===== config.mk =====
export PLATFORM = sky130hd
export DESIGN_NAME = ras_ctrl
export DESIGN_NICKNAME = d
export VERILOG_FILES = /design/src/rtl/ras_pkg.sv /design/src/rtl/ras_mem.sv /design/src/rtl/ras_ctrl.sv
export SDC_FILE = /design/constraint.sdc
export NUM_CORES = 1
export LEC_CHECK = 0
export CORE_UTILIZATION = 60
export DETAILED_ROUTE_END_ITERATION = 16
export GPL_ROUTABILITY_DRIVEN = 1
export PLACE_DENSITY = 0.77
export SYNTH_ARGS = -nofsm -noshare
export SYNTH_HDL_FRONTEND = slang
export SYNTH_SLANG_ARGS = --single-unit

===== constraint.sdc =====
create_clock -name clk -period 6 [get_ports clk]
set_clock_uncertainty 0.15 [all_clocks]
set_input_delay 1.2 -clock clk [delete_from_list [all_inputs] [get_ports clk]]
set_output_delay 1.2 -clock clk [all_outputs]
set_load 0.03 [all_outputs]

===== src/rtl/ras_pkg.sv =====
// Return-address stack shared types and default geometry.
package ras_pkg;

    localparam int RAS_DEPTH = 32;
    localparam int RAS_AW    = 5;
    localparam int RAS_DW    = 32;

    typedef enum logic [2:0] {
        S_IDLE,
        S_PUSH,
        S_POP_RD,
        S_POP_OUT,
        S_DONE
    } ras_state_e;

endpackage


===== src/rtl/ras_mem.sv =====
// RAS storage: one write port, one synchronous read port, no reset.
module ras_mem
    import ras_pkg::*;
#(
    parameter int DEPTH = RAS_DEPTH,
    parameter int AW    = RAS_AW,
    parameter int DW    = RAS_DW
) (
    input  logic          clk,
    input  logic          we_i,
    input  logic [AW-1:0] waddr_i,
    input  logic [DW-1:0] wdata_i,
    input  logic [AW-1:0] raddr_i,
    output logic [DW-1:0] rdata_o
);

    logic [DW-1:0] mem_q [DEPTH];

    always_ff @(posedge clk) begin
        if (we_i) begin
            mem_q[waddr_i] <= wdata_i;
        end
        rdata_o <= mem_q[raddr_i];
    end

endmodule


===== src/rtl/ras_ctrl.sv =====
// Return-address stack sequencer: req/done handshake, pointer and
// occupancy tracking, sticky overflow/underflow.
module ras_ctrl
    import ras_pkg::*;
#(
    parameter int DEPTH = RAS_DEPTH,
    parameter int AW    = RAS_AW,
    parameter int DW    = RAS_DW
) (
    input  logic          clk,
    input  logic          rst_n,
    input  logic          call_req,
    input  logic          ret_req,
    input  logic [DW-1:0] call_pc,
    input  logic          flush,
    output logic          busy,
    output logic          done,
    output logic [DW-1:0] ret_pc,
    output logic          ret_valid,
    output logic          full,
    output logic          empty,
    output logic [AW:0]   count,
    output logic          overflow,
    output logic          underflow
);

    localparam logic [AW:0] FULL_CNT = (AW+1)'(DEPTH);

    ras_state_e    state_q;
    logic [AW-1:0] sp_q;
    logic [AW:0]   count_q;
    logic [DW-1:0] pc_q;
    logic [DW-1:0] ret_pc_q;
    logic [DW-1:0] rd_data;
    logic          busy_q, done_q, valid_q;
    logic          ovf_q, unf_q;
    logic          mem_we;
    logic [AW-1:0] rd_addr;

    assign full  = (count_q == FULL_CNT);
    assign empty = (count_q == '0);
    assign count = count_q;

    assign busy      = busy_q;
    assign done      = done_q;
    assign ret_pc    = ret_pc_q;
    assign ret_valid = valid_q;
    assign overflow  = ovf_q;
    assign underflow = unf_q;

    // A flush landing in PUSH must not commit the write.
    assign mem_we  = (state_q == S_PUSH) && !flush;
    assign rd_addr = sp_q - AW'(1);

    ras_mem #(
        .DEPTH (DEPTH),
        .AW    (AW),
        .DW    (DW)
    ) u_mem (
        .clk     (clk),
        .we_i    (mem_we),
        .waddr_i (sp_q),
        .wdata_i (pc_q),
        .raddr_i (rd_addr),
        .rdata_o (rd_data)
    );

    always_ff @(posedge clk or negedge rst_n) begin
        if (!rst_n) begin
            state_q  <= S_IDLE;
            sp_q     <= '0;
            count_q  <= '0;
            pc_q     <= '0;
            ret_pc_q <= '0;
            busy_q   <= 1'b0;
            done_q   <= 1'b0;
            valid_q  <= 1'b0;
            ovf_q    <= 1'b0;
            unf_q    <= 1'b0;
        end else if (flush) begin
            state_q <= S_IDLE;
            sp_q    <= '0;
            count_q <= '0;
            busy_q  <= 1'b0;
            done_q  <= 1'b0;
            valid_q <= 1'b0;
            ovf_q   <= 1'b0;
            unf_q   <= 1'b0;
        end else begin
            unique case (state_q)
                S_IDLE: begin
                    if (call_req) begin
                        pc_q    <= call_pc;
                        state_q <= S_PUSH;
                        busy_q  <= 1'b1;
                    end else if (ret_req) begin
                        state_q <= S_POP_RD;
                        busy_q  <= 1'b1;
                    end
                end
                S_PUSH: begin
                    sp_q <= sp_q + AW'(1);
                    // Full stack wraps and overwrites the oldest entry.
                    if (full) begin
                        ovf_q <= 1'b1;
                    end else begin
                        count_q <= count_q + (AW+1)'(1);
                    end
                    state_q <= S_DONE;
                    done_q  <= 1'b1;
                end
                S_POP_RD: begin
                    if (empty) begin
                        unf_q   <= 1'b1;
                        valid_q <= 1'b0;
                        state_q <= S_DONE;
                        done_q  <= 1'b1;
                    end else begin
                        sp_q    <= rd_addr;
                        count_q <= count_q - (AW+1)'(1);
                        state_q <= S_POP_OUT;
                    end
                end
                S_POP_OUT: begin
                    ret_pc_q <= rd_data;
                    valid_q  <= 1'b1;
                    state_q  <= S_DONE;
                    done_q   <= 1'b1;
                end
                S_DONE: begin
                    if (!call_req && !ret_req) begin
                        state_q <= S_IDLE;
                        busy_q  <= 1'b0;
                        done_q  <= 1'b0;
                        valid_q <= 1'b0;
                    end
                end
                default: begin
                    state_q <= S_IDLE;
                    busy_q  <= 1'b0;
                    done_q  <= 1'b0;
                end
            endcase
        end
    end

endmodule


Word-level counts from Yosys, hierarchy flattened
Memories as Yosys holds them, arrays and structs flattened. A register that Yosys moved wholly into a read port is not among the register bits.
Cells that the tools add are included.
{ "word_totals": {"register_bits": 83, "ram_bits": 1024, "elab_cells": 84, "mem_count": 1} }
{ "memory_table": {"columns": ["name", "words", "width", "rd", "rd_clocked_by_memory_dff", "wr", "line", "source"], "rows": [
  ["u_mem.mem_q", 32, 32, 1, 1, 1, "ras_mem.sv:17", "logic [DW-1:0] mem_q [DEPTH];"]
]} }
{ "classes": {"add_sub_neg": 4, "eq_ne": 12, "n_mux": 31, "bitwise_logic": 1, "reduce_logical": 25} }
{ "ops": {"columns": ["operator", "count"], "rows": [
  ["two-way mux 6 bit", 3],
  ["two-way mux 1 bit", 15],
  ["two-way mux 3 bit", 5],
  ["AND reduction 3 bit", 5],
  ["inequality test 3 bit, second input constant", 4],
  ["case mux 3 bit (4 select lines)", 1],
  ["case mux 6 bit (2 select lines)", 1],
  ["two-way mux 5 bit", 2],
  ["case mux 5 bit (2 select lines)", 1],
  ["AND reduction 2 bit", 5],
  ["nonzero test 2 bit", 4],
  ["adder 6 x 1 -> 6 bit, second input constant", 1],
  ["== test 3 x 2 -> 1 bit, second input constant", 2],
  ["== test 6 bit, second input constant", 1],
  ["logical NOT 6 bit", 1],
  ["case mux 1 bit (3 select lines)", 2],
  ["subtractor 6 x 1 -> 6 bit, second input constant", 1],
  ["adder 5 x 1 -> 5 bit, second input constant", 1],
  ["subtractor 5 x 1 -> 5 bit, second input constant", 1],
  ["inequality test 4 bit, second input constant", 1],
  ["case mux 1 bit (4 select lines)", 1],
  ["nonzero test 4 bit", 1],
  ["== test 3 x 1 -> 1 bit, second input constant", 1],
  ["== test 3 bit, second input constant", 1],
  ["other kinds (9)", 12]
]} }

Depth between registers and ports, before layout
{ "logic_depth": {"depth_word": 5, "depth_mapped": 11} }

Cells and area by module
Synthesis repeated with hierarchy kept, for this count alone.
{ "hier_totals": {"hier_cells": 2535, "area_unflattened_um2": 44084.8} }
{ "by_module_without_submodules": {"columns": ["module", "instances", "cells_per_inst", "area_each_um2", "seq_area_each_um2"], "rows": [
  ["ras_mem", 1, 2260, 40485.1, 31390.1],
  ["ras_ctrl", 1, 275, 3599.7, 2077.0]
]} }

Worst setup path after synthesis
Ideal clock, no wire load.
{ "synth_path": {"path_type": "in2reg", "startpoint": "input flush", "endpoint": "memory u_mem.mem_q[10][0] in the netlist's numbering, enable pin", "setup_ps": 461, "arrival_time_ps": 4076, "required_ps": 5389, "slack_ps": 1313, "stages": 3, "path_cell_list": "nor3_1 > nand2_1 > nor3_1"} }
{ "synth_between": {"elab_chain_cells": 4} }
{ "synth_rtl": {"columns": ["element", "line", "source"], "rows": [
  ["start: declaration", "ras_ctrl.sv:15", "input logic flush,"],
  ["logical NOT 1 bit", "ras_ctrl.sv:52", "assign mem_we = (state_q == S_PUSH) && !flush;"],
  ["logical AND 1 bit", "ras_ctrl.sv:52", null],
  ["two-way mux 1 bit", "ras_mem.sv:20", "if (we_i) begin"],
  ["two-way mux 1 bit (not written as such)", "ras_mem.sv:21", "mem_q[waddr_i] <= wdata_i;"],
  ["end: declaration", "ras_mem.sv:17", null]
]} }
No other way between the ends.

Worst setup path after layout
{ "layout_path": {"startpoint": "register count_q[1], in the netlist count[1]", "endpoint": "output full"} }
{ "layout_between": {"elab_chain_cells": 1} }
{ "layout_rtl": {"columns": ["element", "line", "source"], "rows": [
  ["start: declaration", "ras_ctrl.sv:31", "logic [AW:0] count_q;"],
  ["start signal: assignment", "ras_ctrl.sv:107", "count_q <= count_q + (AW+1)'(1);"],
  ["start signal: assignment", "ras_ctrl.sv:120", "count_q <= count_q - (AW+1)'(1);"],
  ["== test 6 bit", "ras_ctrl.sv:40", "assign full = (count_q == FULL_CNT);"],
  ["end: declaration", "ras_ctrl.sv:20", "output logic full,"]
]} }
No other way between the ends.

==> flow_summary.toml <==
[logic_synthesis]
synth_top_cell_by_area = "edfxtp_1"
yosysUniqueCellTypes = 47
synth_top_area_frac = 0.713
ys.flop_type = "edfxtp_1"
ys_warn_count = 0
ys_seq_area_frac = 0.776
synth_edf_count = 1024
ys_ff_latch = 1139
synth.area.top_cells = "edfxtp_1, mux4_2, dfrtp_1"
netlist_area_um2 = 43100
async_reset_ff_frac = 0.0729
synthCells = 1804
synth.most_common_cell = "edfxtp_1"
synth_fp_nets = 1848
synthTopCellsByCount = "edfxtp_1, mux4_2, mux2_2"
avgSynthCellArea_um2 = 23.9

[clock_network]
cts_tree = "yes"
cts_hold_buf = 0
h-tree-depth = 3
cts_root_buf = "clkbuf_16"
clk_pin_slew_ps = 70
clock-sinks = 1139
cts_buffer_depth = 3
clock_latency_ps = 680
postCtsSetupRepairBufs = 0
cts-buffers-inserted = 107
post_cts_resized = 0

[route]
dr_total_vias = 19700
drt_pass1_iterations = 5
finalWirelength_um = 94700
ant_nets = 0
highest_layer = "met5"
wl_met3_um = 7220
via_per_inst = 6.60
wire_per_inst_um = 31.8
dr_wl_met2_um = 47700
wl_met1_um = 35400
remaining_drc_errors = 0
drt-initial-drc-count = 2392

[layout]
nets = 1993
antenna_cells = 0
layout-area-overhead-vs-synth_pct = 13.7
fin_area_um2 = 49000
finish.utilization = 0.694
layout-drive-gt1-share = 0.331

[placed_design]
hpwlAfterDp_um = 52900
place.port_buffers = 81
place_area_um2 = 45400
gp_congestion = 0.799

[min_path]
min_to = "ret_pc[9]$_DFFE_PN0P_"
hp-class = "reg2reg"
whs_path_depth = 1
hold_start = "u_mem.rdata_o[9]$_DFF_P_"

[pwr]
p_seq_frac = 0.513
power.internal_mw = 15.0
leakage_nw = 15.4
clkPwrFrac = 0.346
p_sw_mw = 5.14
ir_drop_uv = 346
p_comb_frac = 0.141
p_per_area_nw_per_um2 = 410
p_sw_frac = 0.256

[job]
drv_cap = 0

[global_route]
grt_overflow = 0
antenna_found_initial = 2
grt_pass1_vias = 20500
grt_use_total = 0.269
grt_pass1_wl_um = 140000
grt_max_degree = 116

[floorplan]
initial_core_util = 0.611
boundaryPins = 82
dieArea_um2 = 73000
coreArea_um2 = 70600
rows = 97
fp.dieW_um = 270
fp.dieH_um = 270

[timing]
setup_violations = 0
tns_ps = 0
period_share = 0.712
clock.fmax_ghz = 0.234
rsz0062_at_grt = "no"
hold_viol = 0
finalMaxSlewViolations = 0
finalCriticalPeriod_ps = 4270
worst_pin_slew_ps = 1350
holdWs_ps = 310
slew_headroom = 0.101

[critical_path]
r2r_start = "sp_q[0]$_DFFE_PN0P_"
cpPeakStageDelay_ps = 750
cp_max_fo = 8
regToRegSetupSlack_ps = 1910
reg2reg_depth = 5
cp_cell_sequence = "or4_1, nor3b_1, clkdlybuf4s50_1"
startpoint_type = "flip-flop"
cp-end-kind = "output pin"
arrival_ps = 2920
cpMaxStageDelayCell = "clkdlybuf4s50_1"
r2r_end = "u_mem.mem_q[1][29]$_DFFE_PP_"
worst_ep_required_time_ps = 4650
critical_path_class = "reg2out"

[outcome]
status = "complete, no violations"
-- state kept, by name, summed over array words and instances, names as in the netlist --
signal,cells
busy,1
ret_pc,32
state_q,3
sp_q,5
count,6
pc_q,32
u_mem.mem_q,1024
u_mem.rdata_o,32
done,1
ret_valid,1
overflow,1
underflow,1
-- power by group through the flow --
stage / combinational, mW / clock (mW) / sequential (mW)
6_report: 2.84 / 6.95 / 10.3
5_1_grt: 2.97 / 7.32 / 10.4
4_1_cts: 2.88 / 7.02 / 10.3
3_5_place_dp: 2.84 / 0 / 10.5
3_3_place_gp: 2.79 / 0 / 10.4
2_1_floorplan: 1.70 / 0 / 10.3
-- critical path, delay by kind of cell (launching register included) --
kind / cells / cell delay, ps
buf+inv: 1 / 750
flops: 1 / 470
simple gates: 2 / 1020
-- metal layers --
metal,global-route usage,vias to the layer above
met5,0,-
met4,0.116,4
met3,0.0549,204
met2,0.436,993
met1,0.359,10500
li1,-,7946
-- cells in the final DEF, fill, tap and decap left out, drive strengths merged, types with 4 or more instances in the layout --
master            n
edfxtp         1024
mux4            320
clkbuf          142
mux2             98
dfrtp            83
clkdlybuf4s50    80
buf              47
clkinv           41
nor2             39
dfxtp            32
nor3             16
nand2            12
a21oi            12
xnor2            12
bufinv           11
inv              10
ha                7
nand2b            4
o31ai             4
a22o              4
nand3             4
-- cell type report --
type / instances / area [um^2]
Sequential cell: 1139 / 33500
Fill cell: 4030 / 21600
Multi-Input combinational cell: 568 / 9480
Clock buffer: 142 / 3040
Timing Repair Buffer: 127 / 1220
Tap cell: 940 / 1180
Clock inverter: 59 / 641
Inverter: 6 / 22.5
-- logic make-up (layout without fill, tap and decap cells) --
| group | count (synthesis) | count (layout) | share of synthesized area |
|---|---|---|---|
| adders and majority gates | 8 | 8 | 0.00226 |
| DFF | 1139 | 1139 | 0.776 |
| buffers and inverters | 97 | 334 | 0.0101 |
| AOI/OAI and AO/OA | 33 | 33 | 0.00508 |
| muxes | 421 | 421 | 0.193 |
| and+or+nand+nor | 93 | 93 | 0.0104 |
| xor gates and xnor gates | 13 | 13 | 0.00281 |
-- worst max path at each step --
stage / from / end / slack, ps / depth (start not counted)
floorplan: flush / u_mem.mem_q[10][0]$_DFFE_PP_ / 1310 / 3
global placement: flush / u_mem.mem_q[22][23]$_DFFE_PP_ / 1440 / 5
detailed placement: flush / u_mem.mem_q[1][28]$_DFFE_PP_ / 1330 / 6
CTS: count[1]$_DFFE_PN0P_ / full / 1720 / 3
global route: sp_q[0]$_DFFE_PN0P_ / u_mem.mem_q[1][21]$_DFFE_PP_ / 1580 / 5
finish: count[1]$_DFFE_PN0P_ / full / 1730 / 3
-- metrics by stage --
| stage | std cells | setup slack, ps | power (mW) |
|---|---|---|---|
| after floorplan | 1804 | 1310 | 12.0 |
| after detailed placement | 2780 | 1330 | 13.3 |
| after global placement | 2780 | 1440 | 13.2 |
| after CTS | 2981 | 1720 | 20.2 |
| after global routing | 2981 | 1580 | 20.7 |
| final | 2981 | 1730 | 20.1 |
Power figures use the tool's default switching activity.
